===== config.mk =====
export PLATFORM = sky130hd
export DESIGN_NAME = instruction_fetch
export DESIGN_NICKNAME = d
export VERILOG_FILES = /design/src/rtl/instruction_fetch.sv
export SDC_FILE = /design/constraint.sdc
export NUM_CORES = 1
export LEC_CHECK = 0
export ABC_CLOCK_PERIOD_IN_PS = 2070
export CAP_MARGIN = 40
export CELL_PAD_IN_SITES_DETAIL_PLACEMENT = 1
export CELL_PAD_IN_SITES_GLOBAL_PLACEMENT = 2
export CORE_MARGIN = 4
export CORE_UTILIZATION = 21
export CTS_CLUSTER_DIAMETER = 60
export CTS_CLUSTER_SIZE = 20
export DETAILED_ROUTE_END_ITERATION = 6
export PLACE_DENSITY_LB_ADDON = 0.1
export SYNTH_ARGS = -nofsm -noshare
export SYNTH_HDL_FRONTEND = slang
export SYNTH_SLANG_ARGS = --single-unit

===== constraint.sdc =====
create_clock -name clk -period 2.07 [get_ports clk]
set_clock_uncertainty 0.15 [all_clocks]
set_input_delay 0.414 -clock clk [delete_from_list [all_inputs] [get_ports clk]]
set_output_delay 0.414 -clock clk [all_outputs]
set_load 0.01 [all_outputs]

===== src/rtl/instruction_fetch.sv =====
// Instruction fetch stage: drives the synchronous instruction memory address,
// tracks the PC and presents {instruction, pc, valid} to decode one cycle later.
module instruction_fetch #(
  parameter int ADDR_WIDTH = 8,
  parameter int DATA_WIDTH = 8,
  parameter int MEM_DEPTH  = 64,
  parameter int RESET_PC   = 0
) (
  input  logic                  clk,
  input  logic                  reset,
  input  logic                  enable,
  input  logic                  stall,
  input  logic                  branch_taken,
  input  logic [ADDR_WIDTH-1:0] branch_target,
  output logic [ADDR_WIDTH-1:0] instruction_address,
  input  logic [DATA_WIDTH-1:0] instruction_data,
  output logic [DATA_WIDTH-1:0] instruction_out,
  output logic [ADDR_WIDTH-1:0] instruction_pc,
  output logic                  instruction_valid
);

  localparam logic [ADDR_WIDTH-1:0] ADDR_MASK = ADDR_WIDTH'(MEM_DEPTH - 1);
  localparam logic [ADDR_WIDTH-1:0] PC_INIT   = ADDR_WIDTH'(RESET_PC) & ADDR_MASK;

  // MEM_DEPTH is a power of two, so wrapping is a mask of the low bits.
  function automatic logic [ADDR_WIDTH-1:0] wrap_addr(input logic [ADDR_WIDTH-1:0] a);
    return a & ADDR_MASK;
  endfunction

  function automatic logic [ADDR_WIDTH-1:0] next_addr(input logic [ADDR_WIDTH-1:0] a);
    return wrap_addr(a + ADDR_WIDTH'(1));
  endfunction

  logic [ADDR_WIDTH-1:0] pc_p0;
  logic [ADDR_WIDTH-1:0] pc_p1;
  logic                  vld_p1;
  logic [ADDR_WIDTH-1:0] target_p0;

  assign target_p0 = wrap_addr(branch_target);

  // Stage p0: address issued to memory this cycle
  always_comb begin
    instruction_address = pc_p0;
    if (!enable) begin
      instruction_address = pc_p0;
    end else if (branch_taken) begin
      instruction_address = target_p0;
    end else if (stall) begin
      instruction_address = pc_p1;
    end
  end

  always_ff @(posedge clk) begin
    if (reset) begin
      pc_p0  <= PC_INIT;
      pc_p1  <= '0;
      vld_p1 <= 1'b0;
    end else if (!enable) begin
      vld_p1 <= 1'b0;
    end else if (branch_taken) begin
      pc_p1  <= target_p0;
      vld_p1 <= 1'b1;
      pc_p0  <= next_addr(target_p0);
    end else if (!stall) begin
      pc_p1  <= pc_p0;
      vld_p1 <= 1'b1;
      pc_p0  <= next_addr(pc_p0);
    end
  end

  // Stage p1: memory data arrives alongside the registered pc/valid
  assign instruction_out   = instruction_data;
  assign instruction_pc    = pc_p1;
  assign instruction_valid = vld_p1;

endmodule


==> flow_metrics.py, run 1 <==
metrics = {
    "cts": {
        "cts_sinks": 15,
        "cts_max_path_buffers": 2,
        "clkTransAtPathRegs_ns": 0.06,
        "cts_tree": "done",
        "htreeDepth": 1,
        "holdBufCountCts": 0,
        "numCtsBuffers": 3,
        "clk_latency_ns": 0.25,
        "root_buffer": "clkbuf_8",
    },
    "timing": {
        "min_period_over_period": 0.973,
        "hold_viol": 0,
        "hold_slack_ns": 0.342,
        "rsz0062_at_grt": "yes",
        "post-route-min-period_ns": 2.01,
        "setup_violations": 0,
        "maxSlewViolCount": 0,
        "worst_slew_pin_slew_ns": 0.372,
        "fmax_ghz": 0.496,
        "maxSlewHeadroom": 0.749,
    },
    "critical_path": {
        "path_common_cell": "a21oi_1",
        "cp_slowest_cell": "dlygate4sd2_1",
        "crit_fanout": 6,
        "critical_path_class": "input pin to output pin",
        "worstPathCellList": "dlygate4sd2_1, or2_4, buf_4, a21oi_1, a21oi_1, buf_2",
        "critPathMaxStageDelay_ns": 0.28,
        "end_kind": "output pin",
        "critical_path.top_delay_family": "buffers and inverters",
        "cp_num_buf_inv": 3,
        "cp-start-kind": "input pin",
        "cp.required_ns": 1.51,
        "arrival_ns": 1.45,
    },
    "cells_and_area": {
        "stdcell_area_um2": 1450,
        "n_fill_cell": 522,
        "fin_util": 0.330,
        "register_area_um2": 300,
        "areaGrowthSynthToFinish_pct": 52.2,
        "layout_common_cells": "30 x buf_4, 16 x clkdlybuf4s50_1, 15 x dfxtp_1",
        "drive_above_1_share": 0.307,
        "fin_nets": 189,
        "n_antenna_cell": 0,
        "stdcell_count": 218,
        "final_common_cell": "buf_4",
        "multi_input_comb_area_um2": 546,
    },
    "route": {
        "postRouteAntennaNets": 0,
        "drt-initial-drc-count": 49,
        "drcViolationCount": 0,
        "firstDrtPassIters": 4,
        "vias": 1052,
        "viasPerCell": 4.83,
        "wl_per_cell_um": 16.2,
        "drt_wl_total_mm": 3.54,
    },
    "power": {
        "irDropWorstVdd_mv": 0.274,
        "power-per-cell-area_nw_per_um2": 560,
        "p_leak_nw": 0.596,
        "total_power_mw": 0.811,
    },
    "global_route": {
        "grt_use_total": 0.130,
        "grt_first_pass_wirelength_mm": 5.64,
        "antenna_found_initial": 0,
        "grt_pass1_vias": 1098,
        "grt_max_degree": 13,
        "overflow": 0,
    },
    "die": {
        "rows": 24,
        "die_w_um": 75.3,
        "die_h_um": 75.3,
        "initial_core_util": 0.217,
        "coreArea_um2": 4380,
        "num_io_pins": 46,
        "die_area_um2": 5680,
    },
    "yosys": {
        "ys_seq_area_frac": 0.315,
        "synth.avg_cell_area_um2": 7.80,
        "ys_warn_count": 0,
        "synth-seq-cells": 15,
        "synth_top_flop_cell": "dfxtp_1",
        "syn_area_um2": 952,
        "synth_edf_count": 0,
        "yosysUniqueCellTypes": 36,
        "synth_cells": 122,
        "async_flop_share": 0,
        "syn_nets": 144,
    },
    "place": {
        "placed_cell_area_um2": 1400,
        "place.detailed.hpwl_mm": 2.70,
        "portBuffers": 27,
        "gp_congestion": 0.806,
        "dp_cells": 213,
    },
    "status": {
        "outcome": "completed",
    },
    "flow_run": {
        "drv_cap": 0,
    },
    "worst_hold_path": {
        "min_path_type": "flip-flop to flip-flop",
    },
}
==> cell families (layout without fill, tap and decap cells) <==
| group | count (synthesis) | count (layout) | synth area share |
|---|---|---|---|
| AO/OA/AOI/OAI | 41 | 41 | 0.294 |
| XOR/XNOR | 2 | 2 | 0.0184 |
| adder cells (fa/ha/maj) | 1 | 1 | 0.0131 |
| buffers and inverters | 22 | 66 | 0.135 |
| flip-flops | 15 | 15 | 0.315 |
| multiplexers | 2 | 2 | 0.0223 |
| AND/OR/NAND/NOR | 39 | 39 | 0.201 |
==> state kept, by name, indices dropped and copies added, names as in the netlist <==
| register | cells |
|---|---|
| instruction_pc | 8 |
| instruction_valid | 1 |
| pc_p0 | 6 |
==> area by class of cell <==
type | count | share of cell area
inverters | 4 | 0.0104
well taps | 52 | 0.0449
clock buffers | 4 | 0.0311
multi-input cells | 85 | 0.377
flip-flops and latches | 15 | 0.207
repair buffers | 58 | 0.330
==> layer usage <==
layer	routed length [um]	up-vias	track usage
li1	-	530	-
met3	200	2	0.0330
met4	13	0	0.0252
met2	1620	24	0.208
met5	0	-	0
met1	1700	496	0.179
==> power breakdown <==
group	internal (mW)	leakage, nW	total [mW]	switching (mW)
clock	0.136	0.0228	0.246	0.110
combinational	0.126	0.449	0.243	0.117
sequential	0.307	0.123	0.322	0.0152
==> timing repair <==
item,4_1_cts,5_1_grt
pin swaps,1,3
cloned,0,0
endpoints found under the setup margin,10,7
gates resized for setup,29,5
setup buffers,1,0
==> through the flow <==
| step | worst slack (ns) | TNS (ns) |
|---|---|---|
| 6_report | 0.0555 | 0 |
| 5_1_grt | -0.0297 | -0.0370 |
| 4_1_cts | 0.0257 | 0 |
| 3_5_place_dp | -0.592 | -5.96 |
| 3_3_place_gp | -0.538 | -5.34 |
| 2_1_floorplan | 0.234 | 0 |
==> final timing paths <==
check / from / to / slack, ns / depth (start not counted)
setup reg to reg: pc_p0[0] / pc_p0[4] / 0.43 / 6
hold / removal: instruction_pc[6] / instruction_pc[6] / 0.34 / 1
hold reg to reg: instruction_pc[6] / instruction_pc[6] / 0.34 / 1
setup / recovery: stall / instruction_address[1] / 0.06 / 6
==> Yosys cell counts, types with 2 or more instances <==
library cell | number | area [um^2]
nand2_1 | 9 | 33.8
nand3_1 | 5 | 25.0
dfxtp_1 | 15 | 300
xor2_1 | 2 | 17.5
clkbuf_1 | 4 | 15.0
nor3b_1 | 2 | 15.0
inv_1 | 4 | 15.0
o22ai_1 | 10 | 62.6
o21ai_1 | 2 | 10.0
nor2b_1 | 3 | 18.8
o21ai_0 | 2 | 10.0
a211oi_1 | 4 | 30.0
a21oi_1 | 10 | 50.1
a221oi_1 | 2 | 17.5
nor2_1 | 10 | 37.5
a31oi_1 | 2 | 12.5
a22oi_1 | 2 | 15.0
and3_1 | 3 | 18.8
buf_2 | 4 | 20.0
buf_4 | 9 | 67.6
nor3_1 | 3 | 15.0
Note: power is estimated with default switching activity, not from simulation.
==> inputs of run 2 (changes only) <==
--- a/config.mk
+++ b/config.mk
@@ -6,7 +6,7 @@
 export NUM_CORES = 1
 export LEC_CHECK = 0
 export ABC_CLOCK_PERIOD_IN_PS = 2070
-export CAP_MARGIN = 40
+export CAP_MARGIN = 20
 export CELL_PAD_IN_SITES_DETAIL_PLACEMENT = 1
 export CELL_PAD_IN_SITES_GLOBAL_PLACEMENT = 2
 export CORE_MARGIN = 4
@@ -15,6 +15,7 @@
 export CTS_CLUSTER_SIZE = 20
 export DETAILED_ROUTE_END_ITERATION = 6
 export PLACE_DENSITY_LB_ADDON = 0.1
+export SETUP_SLACK_MARGIN = 0.15
 export SYNTH_ARGS = -nofsm -noshare
 export SYNTH_HDL_FRONTEND = slang
 export SYNTH_SLANG_ARGS = --single-unit
==> flow_metrics.py, run 2 (synthesized netlist as in run 1, its figures left out) <==
metrics = {
    "critical_path": {
        "cp.required_ns": 1.51,
        "crit_fanout": 6,
        "r2r_cells": 6,
        "cp-start-kind": "input pin",
        "arrival_ns": 1.31,
        "end_kind": "output pin",
        "critical_path_class": "input pin to output pin",
    },
    "global_route": {
        "grt_first_pass_wirelength_mm": 5.65,
        "antenna_found_initial": 0,
        "overflow": 0,
        "grt_use_total": 0.131,
        "grt_pass1_vias": 1098,
        "grt_max_degree": 13,
    },
    "cells_and_area": {
        "layout_common_cells": "30 x buf_4, 15 x dfxtp_1, 13 x clkdlybuf4s50_1",
        "drive_above_1_share": 0.323,
        "n_antenna_cell": 0,
        "register_area_um2": 300,
        "n_fill_cell": 528,
        "fin_util": 0.333,
        "largest_reg_flops": 8,
        "stdcell_area_um2": 1460,
        "fin_nets": 190,
        "areaGrowthSynthToFinish_pct": 53.4,
        "stdcell_count": 219,
        "multi_input_comb_area_um2": 553,
        "final_common_cell": "buf_4",
    },
    "cts": {
        "clkTransAtPathRegs_ns": 0.06,
        "cts_max_path_buffers": 2,
        "clk_latency_ns": 0.25,
        "cts_sinks": 15,
        "root_buffer": "clkbuf_8",
        "cts_tree": "done",
        "htreeDepth": 1,
        "numCtsBuffers": 3,
    },
    "route": {
        "drt-initial-drc-count": 49,
        "drt_wl_total_mm": 3.56,
        "vias": 1065,
        "wl_per_cell_um": 16.2,
        "firstDrtPassIters": 4,
        "viasPerCell": 4.86,
        "drcViolationCount": 0,
        "postRouteAntennaNets": 0,
    },
    "power": {
        "power-per-cell-area_nw_per_um2": 556,
        "p_leak_nw": 0.613,
        "irDropWorstVdd_mv": 0.274,
    },
    "place": {
        "place.detailed.hpwl_mm": 2.70,
        "placed_cell_area_um2": 1400,
        "gp_congestion": 0.806,
        "dp_slack_ns": -0.592,
        "dp_cells": 213,
        "portBuffers": 27,
    },
    "timing": {
        "maxSlewViolCount": 0,
        "post-route-min-period_ns": 1.87,
        "worst_slew_pin_slew_ns": 0.380,
        "setup_violations": 0,
        "maxSlewHeadroom": 0.746,
        "fmax_ghz": 0.534,
        "min_period_over_period": 0.905,
        "rsz0062_at_grt": "yes",
        "hold_viol": 0,
        "worst_slack_ns": 0.196,
    },
    "die": {
        "num_io_pins": 46,
        "die_area_um2": 5680,
        "initial_core_util": 0.217,
        "die_w_um": 75.3,
        "die_h_um": 75.3,
        "rows": 24,
        "coreArea_um2": 4380,
    },
    "worst_hold_path": {
        "whs_path_depth": 1,
        "min_path_type": "flip-flop to flip-flop",
    },
    "flow_run": {
        "drv_cap": 0,
    },
    "status": {
        "outcome": "completed",
    },
}
-- run 2: worst max-delay path, stage by stage --
cell	delay, ns
buf_2	0.13
or2_4	0.28
buf_4	0.16
a21oi_1	0.14
a21oi_1	0.05
buf_2	0.14
-- run 2: timing repair --
item,in CTS,in global routing
pin swaps,2,5
hold buffers,0,0
setup buffers,1,1
resized for setup,42,5
hold endpoints to repair,0,0
endpoints found under the setup margin,12,7
-- run 2: metal layers --
| metal | track usage | share of wire | routed length, um | vias up |
|---|---|---|---|---|
| met1 | 0.178 | 0.48 | 1710 | 508 |
| li1 | - | - | - | 530 |
| met2 | 0.212 | 0.46 | 1640 | 25 |
| met5 | 0 | 0 | 0 | - |
| met3 | 0.0330 | 0.055 | 196 | 2 |
| met4 | 0.0252 | 0.0037 | 13 | 0 |
-- run 2: layout make-up --
cell class                 count  area share
multi-input combinational     85       0.379
timing repair buffer          59       0.330
sequential                    15       0.206
tap                           52      0.0446
clock buffer                   4      0.0308
inverter                       4      0.0103
-- run 2: worst paths after layout --
check	startpoint	endpoint	slack [ns]
max	stall	instruction_address[1]	0.20
max reg2reg	pc_p0[0]	pc_p0[4]	0.51
min reg2reg	instruction_pc[6]	instruction_pc[6]	0.34
min	instruction_pc[6]	instruction_pc[6]	0.34
-- run 2: metrics by stage --
| step | total power, mW | hold slack, ns | setup TNS (ns) |
|---|---|---|---|
| detailed placement | 0.576 | 0.331 | -5.96 |
| global placement | 0.572 | 0.328 | -5.34 |
| finish | 0.811 | 0.342 | 0 |
| CTS | 0.826 | 0.344 | 0 |
| global route | 0.861 | 0.367 | 0 |
| floorplan | 0.451 | 0.323 | 0 |
-- run 2: report_power, final --
part / internal [mW] / total, mW / leakage (nW) / switching, mW
registers: 0.307 / 0.322 / 0.123 / 0.0154
logic: 0.127 / 0.244 / 0.467 / 0.118
clock network: 0.136 / 0.245 / 0.0228 / 0.109
==> inputs of run 3 (changes only) <==
--- a/config.mk
+++ b/config.mk
@@ -15,7 +15,7 @@
 export CTS_CLUSTER_SIZE = 20
 export DETAILED_ROUTE_END_ITERATION = 6
 export PLACE_DENSITY_LB_ADDON = 0.1
-export SETUP_SLACK_MARGIN = 0.15
+export SLEW_MARGIN = 25
 export SYNTH_ARGS = -nofsm -noshare
 export SYNTH_HDL_FRONTEND = slang
 export SYNTH_SLANG_ARGS = --single-unit
==> results of run 3 <==
No change in the layout: final DEF, timing and power equal those of run 1.
==> RTL change 1, RTL diff (settings of run 1) <==
Make the reset (`reset`) asynchronous in one clocked block.
--- a/src/rtl/instruction_fetch.sv
+++ b/src/rtl/instruction_fetch.sv
@@ -50,7 +50,7 @@
     end
   end
 
-  always_ff @(posedge clk) begin
+  always_ff @(posedge clk or posedge reset) begin
     if (reset) begin
       pc_p0  <= PC_INIT;
       pc_p1  <= '0;
Behaviour: differs if reset is asserted again (counterexample within 4 cycles, from zero or initial values and one cycle with reset high); with reset held inactive, the same outputs for 10 cycles.
==> RTL change 1 against run 1 <==
Sequential cell count unchanged; hold slack worse by 0.018 ns; synthesized cell count decreased by 4.9%; via count increased by 3.5%; wire length grew 5.0%; sequential power rose by 17%; core utilization is 1.1 points higher; design area up 14%; die area up 11%; setup slack better by 0.0029 ns; total power grew 24%; synthesized area increased by 12%; non-clock buffer count unchanged; largest cell class unchanged.
==> RTL change 1: results (changes against run 1) <==
The share of post-route cells with drive strength above 1 is 31.7% (+0.98 points). The half-perimeter wire length after placement came out at 2760 µm (+2.2%). Ranked by instance count, the synthesized netlist is headed by sky130_fd_sc_hd__dfrtp_1, sky130_fd_sc_hd__a22o_1, sky130_fd_sc_hd__nand2_1, sky130_fd_sc_hd__buf_4, sky130_fd_sc_hd__o21ai_0. The number of vias in the routed layout came out at 1089 (+3.5%).

The slack of the worst reg-to-reg path is 0.32 ns (-0.11 ns). The final-stage net count is 187 (-1.1%). The sequential share of power is 37.6% (-2.1 points). The portion of total power attributed to the clock network came out at 25.4% (-5.0 points). The post-placement setup slack is -0.590 ns (+0.00206 ns). The adder-cell area share of the yosys netlist is 1.17% (-0.14 points). The longest individual stage delay on the worst path came out at 0.42 ns (+0.14 ns). The met3 track demand over resource is 2.72% (-0.58 points). The top fanout value on the critical path came out at 5 (-1). The post-synth net total was 138 (-4.2%). The net switching power of the design is 0.000332 W (+37%). The dominant synthesized flop cell is sky130_fd_sc_hd__dfrtp_1. The proportion of synthesized area in mux cells came out at 1.99% (-0.24 points). The maximum vdd ir drop came to 295 µV (+7.6%). In this run the worst hold path is classified as in2async.

The number of different library cells in the post-synthesis netlist was 41 (+14%). The clock network power consumption was 0.000256 W (+4%). The sequential cell area fraction in the yosys report came out at 35.2% (+3.6 points). The global placer's final weighted congestion is 0.726 (-9.9%). The XOR/XNOR share of the synthesized area is 1.64% (-0.20 points). The synthesized-area fraction occupied by ao, oa, aoi and oai cells came to 25.8% (-3.6 points). The data arrival time of the critical path is 2.01 ns (+0.56 ns). The met1 demand-to-capacity share in global routing is 16.9% (-1.0 points).

The final critical delay including setup and external delays is 2.01 ns (-0.00287 ns). The mean post-synth cell area is 9.20 µm² (+18%). The run finished with clean final reports.

The number of global-route vias before repair came to 1242 (+13%). The post-CTS setup buffer count came to 0 (-1).
## RTL change 1: through the flow
| step | cell area (µm²) | util (%) |
|---|---|---|
| 2_1_floorplan | 1080 | - |
| 3_3_place_gp | 1560 | 32.5 |
| 3_5_place_dp | 1560 | 32.5 |
| 4_1_cts | 1660 | 34.4 |
| 5_1_grt | 1650 | 34.2 |
| 6_report | 1650 | 34.2 |
## RTL change 1: final cells by class
class | instances | area share, %
Multi-Input combinational cell | 83 | 36.9
Timing Repair Buffer | 58 | 31.6
Sequential cell | 15 | 22.8
Tap cell | 67 | 5.10
Clock buffer | 4 | 2.74
Inverter | 4 | 0.913
## RTL change 1: cells by family (layout without fill, tap and decap cells)
| family | Yosys count | after routing |
|---|---|---|
| XOR/XNOR | 2 | 2 |
| adder cells (fa/ha/maj) | 1 | 1 |
| AND/OR/NAND/NOR | 42 | 42 |
| AO/OA/AOI/OAI | 36 | 36 |
| buffers and inverters | 18 | 66 |
| flip-flops | 15 | 15 |
| multiplexers | 2 | 2 |
## RTL change 1: worst paths after layout
kind | from | endpoint | cells past startpoint
setup / recovery | branch_target[1] | pc_p0[2] | 7
hold / removal | reset | instruction_pc[3] | 3
setup reg to reg | pc_p0[1] | pc_p0[2] | 5
hold reg to reg | instruction_valid | instruction_valid | 1
max in group asynchronous | reset | pc_p0[3] | 3
min in group clk | instruction_valid | instruction_valid | 1
## RTL change 1: timing repair
action / in CTS / in global routing
resized for setup: 31 / 10
cloned: 1 / 0
pin swaps: 1 / 2
endpoints found under the setup margin: 11 / 8
## RTL change 1: layer usage
metal	vias up	routed length, µm
met2	26	1730
met3	4	137
met4	0	59
met1	542	1790
li1	517	-
met5	-	0
==> RTL change 2, RTL diff (config.mk and constraints of run 1) <==
Made on the original files. `DATA_WIDTH`: 8 -> 6.
--- a/src/rtl/instruction_fetch.sv
+++ b/src/rtl/instruction_fetch.sv
@@ -2,7 +2,7 @@
 // tracks the PC and presents {instruction, pc, valid} to decode one cycle later.
 module instruction_fetch #(
   parameter int ADDR_WIDTH = 8,
-  parameter int DATA_WIDTH = 8,
+  parameter int DATA_WIDTH = 6,
   parameter int MEM_DEPTH  = 64,
   parameter int RESET_PC   = 0
 ) (
Ports: changed (resized instruction_data and instruction_out); port bits go from 46 to 42. No check against the original RTL was run, so the function may have changed too.
==> RTL change 2 against run 1 <==
Design area up 4.4%; die area fell by 1.4%; global-route usage is 0.99 points higher; wire length increased by 3.3%; sequential cell count stayed put; synthesized area is 1.6% lower; total power rose by 3.4%; setup slack improved by 0.057 ns; critical path depth down 2; first-iteration DRC count decreased by 14%; core utilization is 1.9 points higher; critical path type unchanged; critical endpoint is now instruction_address[5].
==> RTL change 2: results (changes against run 1) <==
The half-perimeter wire length after placement came to 2740 µm (+1.3%). The synthesized-area fraction occupied by ao, oa, aoi and oai cells came to 29.9% (+0.47 points). The proportion of synthesized area in mux cells is 2.27% (+0.036 points). The number of different library cells in the post-synthesis netlist came out at 36 (unchanged). Sorting the synthesized cells by area gives the leading types as sky130_fd_sc_hd__dfxtp_1, sky130_fd_sc_hd__o22ai_1, sky130_fd_sc_hd__buf_4. The top fanout value on the critical path was 2 (-4). The maximum vdd ir drop came out at 195 µV (-29%). The worst-case headroom to the max-slew limit is 77.9% (+3.0 points).

The number of global-route vias before repair is 1192 (+8.6%). The first-pass GRT wire length is 6000 µm (+6.4%). For this design, the slowest cell found on the critical path is sky130_fd_sc_hd__clkdlybuf4s50_1.

The adder-cell area share of the yosys netlist is 1.34% (+0.021 points). The XOR/XNOR share of the synthesized area is 1.87% (+0.029 points). The post-placement setup slack came out at -0.594 ns (-0.00248 ns). The number of standard cells in the final layout excluding fillers came out at 221 (+1.4%). The mean post-synth cell area came out at 7.81 µm² (about the same). In the synthesized netlist, the cells that appear most often are sky130_fd_sc_hd__dfxtp_1, sky130_fd_sc_hd__a21oi_1, sky130_fd_sc_hd__nor2_1, sky130_fd_sc_hd__o22ai_1, sky130_fd_sc_hd__nand2_1. The global-route track usage on met2 is 23.8% (+3.0 points). The met3 track demand over resource was 3.07% (-0.23 points).

The global placer's final weighted congestion came out at 0.797 (-1.2%). The final-stage net count is 190 (+0.53%). The met1 demand-to-capacity share in global routing is 18.1% (+0.14 points). The run finished with clean final reports. The sequential cell area fraction in the yosys report came out at 32.0% (+0.51 points). The share of post-route cells with drive strength above 1 is 34.3% (+3.6 points). The total track usage came out at 14.0% (+0.99 points). The post-synth net total came out at 140 (-2.8%). The total wirelength of the detailed-routed design is 3660 µm (+3.3%).
RTL change 2: kinds of logic (layout without fill, tap and decap cells):
logic type / Yosys count / in the layout
xor+xnor: 2 / 2
simple gates: 39 / 39
flops: 15 / 15
fa+ha+maj: 1 / 1
compound gates: 41 / 41
mux: 2 / 2
buf+inv: 20 / 69
RTL change 2: power by group through the flow:
stage / clock, W / sequential (W) / combinational, W
after floorplan: 0 / 0.000331 / 0.000116
after global routing: 0.000276 / 0.000327 / 0.000280
after CTS: 0.000268 / 0.000323 / 0.000248
after global placement: 0 / 0.000329 / 0.000249
after detailed placement: 0 / 0.000330 / 0.000250
final: 0.000261 / 0.000324 / 0.000254
RTL change 2: area by class of cell:
class	instances	area [µm²]
multi-input combinational	85	568
clock buffer	3	41.3
fill	539	2810
sequential	15	300
inverter	4	18.8
clock inverter	1	5.00
timing repair inverter	1	5.00
tap	52	65.1
timing repair buffer	60	509
RTL change 2: metrics by stage:
| stage | total power (W) | hold WS [ns] | instance area [µm²] |
|---|---|---|---|
| after floorplan | 0.000447 | 0.323 | 937 |
| after global placement | 0.000578 | 0.326 | 1430 |
| after detailed placement | 0.000580 | 0.332 | 1430 |
| after CTS | 0.000839 | 0.349 | 1490 |
| after global routing | 0.000882 | 0.359 | 1510 |
| final | 0.000839 | 0.344 | 1510 |
RTL change 2: what timing repair did:
item | 4_1_cts | 5_1_grt
setup buffers | 1 | 0
setup endpoints to repair | 10 | 9
cloned | 1 | 0
pin swaps | 1 | 4
gates resized for setup | 28 | 14
RTL change 2: worst reg2reg max path: stages, from the launching register on:
cell	delay, ns
sky130_fd_sc_hd__dfxtp_1	0.35
sky130_fd_sc_hd__inv_1	0.09
sky130_fd_sc_hd__o21ai_2	0.22
sky130_fd_sc_hd__ha_4	0.19
sky130_fd_sc_hd__buf_4	0.11
sky130_fd_sc_hd__nand3_1	0.09
sky130_fd_sc_hd__nor4_1	0.18
sky130_fd_sc_hd__nand2_1	0.08
sky130_fd_sc_hd__o311ai_1	0.07
RTL change 2: path summary, 6_finish.rpt:
| kind | start | to | slack, ns | cells past startpoint |
|---|---|---|---|---|
| setup / recovery | branch_target[5] | instruction_address[5] | 0.11 | 4 |
| hold reg to reg | instruction_pc[6] | instruction_pc[6] | 0.34 | 1 |
| hold / removal | instruction_pc[6] | instruction_pc[6] | 0.34 | 1 |
| setup reg to reg | pc_p0[0] | pc_p0[4] | 0.44 | 8 |
RTL change 2: layer usage:
metal,share of wire (%),vias to the layer above
li1,-,538
met1,46,528
met2,48,27
met3,5.8,2
met4,0.38,0
met5,0,-
